$ cat config.mk
export PLATFORM = sky130hd
export DESIGN_NAME = cpu_controller
export DESIGN_NICKNAME = d
export VERILOG_FILES = /design/src/rtl/cpu_pkg.sv /design/src/rtl/instruction_decoder.sv /design/src/rtl/cpu_controller.sv
export SDC_FILE = /design/constraint.sdc
export NUM_CORES = 1
export LEC_CHECK = 0
export CORE_ASPECT_RATIO = 0.8
export CORE_UTILIZATION = 30
export CTS_BUF_LIST = sky130_fd_sc_hd__clkbuf_16
export CTS_CLUSTER_DIAMETER = 80
export DETAILED_ROUTE_END_ITERATION = 8
export GPL_ROUTABILITY_DRIVEN = 0
export RECOVER_POWER = 100
export SYNTH_ARGS = -nofsm -noshare
export SYNTH_HDL_FRONTEND = slang
export SYNTH_HIERARCHICAL = 1
export SYNTH_SLANG_ARGS = --single-unit
$ cat constraint.sdc
create_clock -name clock -period 3.5 [get_ports clock]
set_input_delay 0.7 -clock clock [delete_from_list [all_inputs] [get_ports clock]]
set_output_delay 0.7 -clock clock [all_outputs]
set_load 0.01 [all_outputs]
$ cat src/rtl/cpu_pkg.sv
// Shared encodings for the 16-bit CPU controller and datapath:
// opcodes, extension codes, ALU ops, mux selects, FSM states, control bundle.
package cpu_pkg;

  typedef enum logic [2:0] {
    ST_FETCH,
    ST_LATCH,
    ST_EXECUTE,
    ST_LOAD_WB,
    ST_RCW
  } state_e;

  // ALU-class codes: used as the ext field of opcode 0000 and as the immediate opcodes
  localparam logic [3:0] CODE_ADD = 4'b0101;
  localparam logic [3:0] CODE_SUB = 4'b1001;
  localparam logic [3:0] CODE_CMP = 4'b1011;
  localparam logic [3:0] CODE_AND = 4'b0001;
  localparam logic [3:0] CODE_OR  = 4'b0010;
  localparam logic [3:0] CODE_XOR = 4'b0011;

  localparam logic [3:0] OP_REG   = 4'b0000;
  localparam logic [3:0] OP_MEM   = 4'b0100;
  localparam logic [3:0] OP_SHIFT = 4'b1000;
  localparam logic [3:0] OP_BCOND = 4'b1100;
  localparam logic [3:0] OP_MOVI  = 4'b1101;
  localparam logic [3:0] OP_EXT   = 4'b1110;
  localparam logic [3:0] OP_LUI   = 4'b1111;

  localparam logic [3:0] EXT_MOV   = 4'b1101;
  localparam logic [3:0] EXT_LSH   = 4'b0100;
  localparam logic [3:0] EXT_LOAD  = 4'b0000;
  localparam logic [3:0] EXT_STOR  = 4'b0100;
  localparam logic [3:0] EXT_JCOND = 4'b1100;
  localparam logic [3:0] EXT_RCP   = 4'b0100;
  localparam logic [3:0] EXT_RCD   = 4'b0101;
  localparam logic [3:0] EXT_RCW   = 4'b0110;

  localparam logic [2:0] ALU_ADD   = 3'd0;
  localparam logic [2:0] ALU_SUB   = 3'd1;
  localparam logic [2:0] ALU_CMP   = 3'd2;
  localparam logic [2:0] ALU_AND   = 3'd3;
  localparam logic [2:0] ALU_OR    = 3'd4;
  localparam logic [2:0] ALU_XOR   = 3'd5;
  localparam logic [2:0] ALU_SHIFT = 3'd6;

  localparam logic [1:0] ASEL_PC     = 2'd0;
  localparam logic [1:0] ASEL_SRC    = 2'd1;
  localparam logic [1:0] ASEL_IMM_SX = 2'd2;
  localparam logic [1:0] ASEL_IMM_ZX = 2'd3;

  localparam logic [1:0] BSEL_DEST     = 2'd0;
  localparam logic [1:0] BSEL_ONE      = 2'd1;
  localparam logic [1:0] BSEL_IMM_COND = 2'd2;
  localparam logic [1:0] BSEL_SRC_COND = 2'd3;

  localparam logic [1:0] PCSEL_INC  = 2'd0;
  localparam logic [1:0] PCSEL_ALU  = 2'd1;
  localparam logic [1:0] PCSEL_COND = 2'd2;

  localparam logic [2:0] WD_ALU = 3'd0;
  localparam logic [2:0] WD_SRC = 3'd1;
  localparam logic [2:0] WD_IMM = 3'd2;
  localparam logic [2:0] WD_LUI = 3'd3;
  localparam logic [2:0] WD_MEM = 3'd4;
  localparam logic [2:0] WD_EXT = 3'd7;

  localparam logic [1:0] MA_PC       = 2'd0;
  localparam logic [1:0] MA_SRC      = 2'd1;
  localparam logic [1:0] MA_DEST_OFS = 2'd2;

  localparam logic [2:0] RC_SEL_POS       = 3'd0;
  localparam logic [2:0] RC_SEL_DIR       = 3'd2;
  localparam logic [2:0] RC_SEL_WALL_BASE = 3'd4;
  localparam logic [2:0] RCW_LAST         = 3'd4;

  typedef struct packed {
    logic [1:0] alu_a_sel;
    logic [1:0] alu_b_sel;
    logic [2:0] alu_op;
    logic       pc_we;
    logic [1:0] pc_sel;
    logic       status_we;
    logic       instr_we;
    logic       reg_we;
    logic [2:0] wd_sel;
    logic [2:0] wd_sel_extra;
    logic       rc_we;
    logic [2:0] rc_sel;
    logic [1:0] mem_addr_sel;
    logic [2:0] mem_offset;
    logic       mem_we;
  } ctrl_t;

  function automatic logic is_alu_code(input logic [3:0] code);
    return code inside {CODE_ADD, CODE_SUB, CODE_CMP, CODE_AND, CODE_OR, CODE_XOR};
  endfunction

  // Arithmetic codes update the status flags and take a sign-extended immediate
  function automatic logic is_arith_code(input logic [3:0] code);
    return code inside {CODE_ADD, CODE_SUB, CODE_CMP};
  endfunction

  function automatic logic [2:0] alu_op_of(input logic [3:0] code);
    logic [2:0] op;
    op = ALU_ADD;
    case (code)
      CODE_SUB: op = ALU_SUB;
      CODE_CMP: op = ALU_CMP;
      CODE_AND: op = ALU_AND;
      CODE_OR:  op = ALU_OR;
      CODE_XOR: op = ALU_XOR;
      default:  op = ALU_ADD;
    endcase
    return op;
  endfunction

endpackage

$ cat src/rtl/instruction_decoder.sv
// Purpose: combinational decode of the latched instruction into the EXECUTE control bundle.
// Latency: zero cycles (pure combinational).
// Backpressure: none; the instruction register is stable for the whole EXECUTE cycle.
module instruction_decoder
  import cpu_pkg::*;
#(
  parameter int unsigned ENABLE_RAYCAST = 1
) (
  input  logic [15:0] instruction,
  output ctrl_t       ctrl,
  output logic        to_load_wb,
  output logic        to_rcw
);

  logic [3:0] opcode;
  logic [3:0] ext;
  logic       unused_fields;

  assign opcode        = instruction[15:12];
  assign ext           = instruction[7:4];
  assign unused_fields = ^{instruction[11:8], instruction[3:0]};

  always_comb begin
    ctrl        = '0;
    to_load_wb  = 1'b0;
    to_rcw      = 1'b0;
    // Default is a NOP that advances the PC; encodings below refine it
    ctrl.pc_we  = 1'b1;
    ctrl.pc_sel = PCSEL_INC;
    case (opcode)
      OP_REG: begin
        if (is_alu_code(ext)) begin
          ctrl.alu_a_sel = ASEL_SRC;
          ctrl.alu_b_sel = BSEL_DEST;
          ctrl.alu_op    = alu_op_of(ext);
          ctrl.reg_we    = (ext != CODE_CMP);
          ctrl.status_we = is_arith_code(ext);
          ctrl.wd_sel    = WD_ALU;
        end else if (ext == EXT_MOV) begin
          ctrl.reg_we = 1'b1;
          ctrl.wd_sel = WD_SRC;
        end
      end
      CODE_ADD, CODE_SUB, CODE_CMP, CODE_AND, CODE_OR, CODE_XOR: begin
        ctrl.alu_a_sel = is_arith_code(opcode) ? ASEL_IMM_SX : ASEL_IMM_ZX;
        ctrl.alu_b_sel = BSEL_DEST;
        ctrl.alu_op    = alu_op_of(opcode);
        ctrl.reg_we    = (opcode != CODE_CMP);
        ctrl.status_we = is_arith_code(opcode);
        ctrl.wd_sel    = WD_ALU;
      end
      OP_MOVI: begin
        ctrl.reg_we = 1'b1;
        ctrl.wd_sel = WD_IMM;
      end
      OP_LUI: begin
        ctrl.reg_we = 1'b1;
        ctrl.wd_sel = WD_LUI;
      end
      OP_SHIFT: begin
        if (ext == EXT_LSH || ext[3:1] == 3'b000) begin
          ctrl.alu_a_sel = (ext == EXT_LSH) ? ASEL_SRC : ASEL_IMM_SX;
          ctrl.alu_b_sel = BSEL_DEST;
          ctrl.alu_op    = ALU_SHIFT;
          ctrl.reg_we    = 1'b1;
          ctrl.wd_sel    = WD_ALU;
        end
      end
      OP_MEM: begin
        case (ext)
          EXT_LOAD: begin
            ctrl.mem_addr_sel = MA_SRC;
            ctrl.pc_we        = 1'b0;
            to_load_wb        = 1'b1;
          end
          EXT_STOR: begin
            ctrl.mem_addr_sel = MA_SRC;
            ctrl.mem_we       = 1'b1;
          end
          EXT_JCOND: ctrl.pc_sel = PCSEL_COND;
          default: ;
        endcase
      end
      OP_BCOND: begin
        ctrl.alu_a_sel = ASEL_PC;
        ctrl.alu_b_sel = BSEL_IMM_COND;
        ctrl.alu_op    = ALU_ADD;
        ctrl.pc_sel    = PCSEL_ALU;
      end
      OP_EXT: begin
        if (ENABLE_RAYCAST != 0) begin
          if (ext[3:2] == 2'b00) begin
            ctrl.reg_we       = 1'b1;
            ctrl.wd_sel       = WD_EXT;
            ctrl.wd_sel_extra = ext[2:0];
          end else begin
            case (ext)
              EXT_RCP: begin
                ctrl.rc_we  = 1'b1;
                ctrl.rc_sel = RC_SEL_POS;
              end
              EXT_RCD: begin
                ctrl.rc_we  = 1'b1;
                ctrl.rc_sel = RC_SEL_DIR;
              end
              EXT_RCW: begin
                // First wall word address goes out now; its data lands in RCW k=1
                ctrl.mem_addr_sel = MA_DEST_OFS;
                ctrl.mem_offset   = 3'd0;
                ctrl.pc_we        = 1'b0;
                to_rcw            = 1'b1;
              end
              default: ;
            endcase
          end
        end
      end
      default: ;
    endcase
  end

endmodule

$ cat src/rtl/cpu_controller.sv
// Purpose: multicycle control FSM driving every control input of the 16-bit CPU datapath.
// Latency: ALU/branch/store 3 cycles, LOAD 4 cycles, RCW 7 cycles per instruction.
// Backpressure: none; memory is fixed one-cycle synchronous, so the sequence never stalls.
module cpu_controller
  import cpu_pkg::*;
#(
  parameter int unsigned ENABLE_RAYCAST = 1,
  parameter int unsigned RESET_PC_HOLD  = 0
) (
  input  logic        clock,
  input  logic        reset,
  input  logic [15:0] instruction,
  output logic [1:0]  alu_a_select,
  output logic [1:0]  alu_b_select,
  output logic [2:0]  alu_operation,
  output logic        program_counter_write_enable,
  output logic [1:0]  program_counter_select,
  output logic        status_write_enable,
  output logic        instruction_write_enable,
  output logic        register_write_enable,
  output logic [2:0]  register_write_data_select,
  output logic [2:0]  register_write_data_select_extra,
  output logic        raycast_write_enable,
  output logic [2:0]  raycast_write_select,
  output logic [1:0]  memory_address_select,
  output logic [2:0]  memory_offset,
  output logic        memory_write_enable
);

  state_e     state_q, state_d;
  logic [2:0] k_q, k_d;
  logic       first_q, first_d;
  ctrl_t      ctrl;
  ctrl_t      dec_ctrl;
  logic       dec_to_load_wb;
  logic       dec_to_rcw;

  instruction_decoder #(
    .ENABLE_RAYCAST(ENABLE_RAYCAST)
  ) u_decoder (
    .instruction(instruction),
    .ctrl       (dec_ctrl),
    .to_load_wb (dec_to_load_wb),
    .to_rcw     (dec_to_rcw)
  );

  always_comb begin
    state_d = state_q;
    k_d     = k_q;
    first_d = first_q;
    ctrl    = '0;
    case (state_q)
      ST_FETCH: state_d = ST_LATCH;
      ST_LATCH: begin
        ctrl.instr_we = 1'b1;
        state_d       = ST_EXECUTE;
      end
      ST_EXECUTE: begin
        ctrl = dec_ctrl;
        if (dec_to_load_wb) begin
          state_d = ST_LOAD_WB;
        end else if (dec_to_rcw) begin
          state_d = ST_RCW;
          k_d     = 3'd1;
        end else begin
          state_d = ST_FETCH;
        end
      end
      ST_LOAD_WB: begin
        ctrl.reg_we = 1'b1;
        ctrl.wd_sel = WD_MEM;
        ctrl.pc_we  = 1'b1;
        ctrl.pc_sel = PCSEL_INC;
        state_d     = ST_FETCH;
      end
      ST_RCW: begin
        // Address for word k goes out while word k-1 is written into the raycast unit
        ctrl.mem_addr_sel = MA_DEST_OFS;
        ctrl.mem_offset   = (k_q < RCW_LAST) ? k_q : 3'd0;
        ctrl.rc_we        = 1'b1;
        ctrl.rc_sel       = RC_SEL_WALL_BASE + k_q - 3'd1;
        if (k_q == RCW_LAST) begin
          ctrl.pc_we  = 1'b1;
          ctrl.pc_sel = PCSEL_INC;
          k_d         = 3'd0;
          state_d     = ST_FETCH;
        end else begin
          k_d = k_q + 3'd1;
        end
      end
      default: state_d = ST_FETCH;
    endcase
    if (state_q != ST_FETCH && state_d == ST_FETCH) begin
      first_d = 1'b0;
    end
    if (RESET_PC_HOLD != 0 && first_q) begin
      ctrl.pc_we = 1'b0;
    end
  end

  always_ff @(posedge clock or negedge reset) begin
    if (!reset) begin
      state_q <= ST_FETCH;
      k_q     <= 3'd0;
      first_q <= 1'b1;
    end else begin
      state_q <= state_d;
      k_q     <= k_d;
      first_q <= first_d;
    end
  end

  assign alu_a_select                     = ctrl.alu_a_sel;
  assign alu_b_select                     = ctrl.alu_b_sel;
  assign alu_operation                    = ctrl.alu_op;
  assign program_counter_write_enable     = ctrl.pc_we;
  assign program_counter_select           = ctrl.pc_sel;
  assign status_write_enable              = ctrl.status_we;
  assign instruction_write_enable         = ctrl.instr_we;
  assign register_write_enable            = ctrl.reg_we;
  assign register_write_data_select       = ctrl.wd_sel;
  assign register_write_data_select_extra = ctrl.wd_sel_extra;
  assign raycast_write_enable             = ctrl.rc_we;
  assign raycast_write_select             = ctrl.rc_sel;
  assign memory_address_select            = ctrl.mem_addr_sel;
  assign memory_offset                    = ctrl.mem_offset;
  assign memory_write_enable              = ctrl.mem_we;

endmodule

==> results.yml <==
run_status:
  status: "finished, final reports clean"
logic_synthesis:
  syn_avg_cell_area_um2: 6.45
  synth_ff_type: "dfrtp_1"
  synth_compound_area_share_pct: 18.4
  synth_xor_area_share_pct: 1.63
  yosys.area.top_type: "dfrtp_1"
  synth_top_area_share_pct: 13.9
  ys_seq_area_share_pct: 13.9
  synth-async-reset-ratio_pct: 100
  synth_adder_area_share_pct: 3.48
  synth_warnings: 6
  synth_top_family_by_area: "simple AND/OR/NAND/NOR gates"
  netlist_instances: 167
  synthSimpleGateAreaFrac_pct: 46.6
  ys_top_cells_by_area: "dfrtp_1 (14%), and2_1 (12%), nand2_1 (7.0%), nor2_1 (6.3%), buf_4 (5.6%)"
  synth_mux_area_share_pct: 1.86
  synth_seq_cells: 6
  ys_types: 39
  synth_edf_count: 0
  synthesis.area_mm2: 0.00108
layout:
  register_area_um2: 150
  drive_gt1_share_pct: 10.6
  finalNetCount: 231
  syn_to_final_growth_pct: 46.6
  final-instance-count-excl-fill: 250
  final_cell_mix: "nand2_1 (20), clkdlybuf4s50_1 (20), and2_1 (19)"
  n_antenna_cell: 0
  multi_input_area_um2: 816
  design_area_mm2: 0.00158
  nFillCells: 364
critical_path:
  required_ns: 2.80
  critPathSlowestCell: "clkdlybuf4s50_1"
  max_stage_delay_ns: 0.55
  path_cells: "clkdlybuf4s50_1, clkbuf_1, nor3_1, a21boi_0, a221oi_1, and2_1, clkdlybuf4s50_1"
  worstPathMaxFanout: 4
  critPathCaptureType: "output port"
  start_kind: "input pin"
  cp_common_cell: "clkdlybuf4s50_1"
  cp.arrival_ns: 2.72
  worstSetupPathType: "in2out"
sta:
  rsz0062_at_grt: "true"
  worst_clock_skew_ns: 0.00148
  drv_slew: 0
  hold_violations: 0
  min_period_ns: 3.42
  timing.final.crit_share_pct: 97.9
  setup_viol: 0
  setup_slack_ns: 0.0752
  clock.fmax_mhz: 292
grt:
  grt_use_total_pct: 14.9
  grt_pass1_wl_mm: 4.50
  grt_pass1_vias: 1003
  grt_max_degree: 18
  antenna_found_initial: 0
  grt-ovfl-total: 0
routing:
  dr_wl_met3_um: 150
  highest_layer: "met3"
  wl_mm: 2.72
  wl_per_cell_um: 10.9
  vias_per_cell: 4.74
  route.detailed.drc: 0
  drtIter0Drc: 51
  first_pass_iters: 4
  wl_met1_mm: 1.52
  drtAntennaViolNets: 0
  num_vias: 1186
  dr_wl_met2_mm: 1.05
die:
  initial_utilization_pct: 31.5
  die_h_um: 55.6
  core_area_mm2: 0.00342
  boundaryPins: 47
  die_area_mm2: 0.00384
  die_x_um: 69.0
  row_count: 19
power:
  p_clk_share_pct: 32.1
  seqPwrFrac_pct: 21.3
  p_total_w: 0.000557
  max-vdd-ir-drop_mv: 0.220
  power.share.switching_pct: 35.6
  power.leakage_nw: 0.704
  p_comb_share_pct: 46.6
  switching_power_w: 0.000198
  powerDensity_mw_per_mm2: 353
  p_int_w: 0.000359
run:
  cap_viol_max_count: 0
place:
  place_hpwl_mm: 2.12
  io_buffers: 35
  place_area_mm2: 0.00151
  place_inst: 247
  pre_cts_ws_ns: 0.0437
clock_tree:
  cts_max_level: 1
  clock_path_buffers: 2
  clock_latency_ns: 0.22
  clock-root-buffer: "clkbuf_16"
  cts_tree: "built"
  ctsHoldBuffers: 0
  clkTransAtPathRegs_ns: 0.03
  numCtsBuffers: 3
  cts.sinks: 6
worst_hold_path:
  hp-class: "reg2reg"
[power by group through the flow]
stage               combinational (W)  clock, W  sequential (W)
finish                       0.000260  0.000179        0.000119
global route                 0.000290  0.000186        0.000122
CTS                          0.000278  0.000183        0.000118
detailed placement           0.000276         0        0.000119
global placement             0.000275         0        0.000118
floorplan                    0.000173         0       0.0000985
[kinds of logic after synthesis]
group           after synthesis
fa+ha+maj                     3
xor+xnor                      2
other cells                   1
mux                           2
compound gates               33
flops                         6
simple gates                 93
buf+inv                      27
[per-layer routing]
metal  vias up  global-route usage (%)
li1        645                       -
met1       505                    24.7
met2        36                    20.1
met3         0                    2.87
met4         0                    1.75
met5         -                       0
[final timing paths]
check | startpoint | end | slack [ns] | depth (start not counted)
worst max-delay path | instruction[12] | alu_a_select[0] | 0.08 | 7
worst min-delay path | k_q[2]$_DFFE_PN0P_ | k_q[2]$_DFFE_PN0P_ | 0.56 | 1
worst max register to register | state_q[0]$_DFFE_PN0P_ | k_q[2]$_DFFE_PN0P_ | 1.89 | 3
worst min register to register | k_q[2]$_DFFE_PN0P_ | k_q[2]$_DFFE_PN0P_ | 0.56 | 1
max in group asynchronous | reset | state_q[0]$_DFFE_PN0P_ | 2.51 | 1
min in group asynchronous | reset | k_q[1]$_DFFE_PN0P_ | 0.78 | 1
[cell type report]
type                    count  share of cell area [%]
clock buffers               3                    4.75
inverters                   6                    1.43
multi-input cells         141                    51.7
flip-flops and latches      6                    9.51
well taps                  42                    3.33
repair buffers             52                    29.3
[sequential cells by signal (all words and copies together), names as in the netlist]
register / flops
k_q: 3
state_q: 3
[cell usage after synthesis, drive strengths merged (3+ instances only)]
| library cell | count |
|---|---|
| nand3 | 4 |
| nor2 | 18 |
| a21oi | 10 |
| and2 | 21 |
| nor3b | 5 |
| ha | 3 |
| o21ai | 10 |
| clkbuf | 4 |
| buf | 17 |
| nor2b | 3 |
| a31oi | 3 |
| inv | 6 |
| nand2 | 20 |
| nor3 | 9 |
| nor4 | 3 |
| dfrtp | 6 |
[metrics by stage]
| stage | util, % | hold WS, ns | setup TNS [ns] |
|---|---|---|---|
| after global routing | 46.1 | 0.618 | -0.147 |
| after detailed placement | 44.2 | 0.551 | 0 |
| after CTS | 46.4 | 0.558 | 0 |
| final | 46.1 | 0.558 | 0 |
| after global placement | 44.2 | 0.558 | 0 |
| after floorplan | - | 0.404 | 0 |
[worst max-delay path, delay by kind of cell]
kind	cells	cell delay (ns)
buffers and inverters	3	1.28
AO/OA/AOI/OAI	2	0.47
AND/OR/NAND/NOR	2	0.27
[repair_timing]
item | CTS | global route
setup buffers | 0 | 0
setup endpoints to repair | 0 | 8
resized for setup | 0 | 8
(Power assumes the default switching activity.)
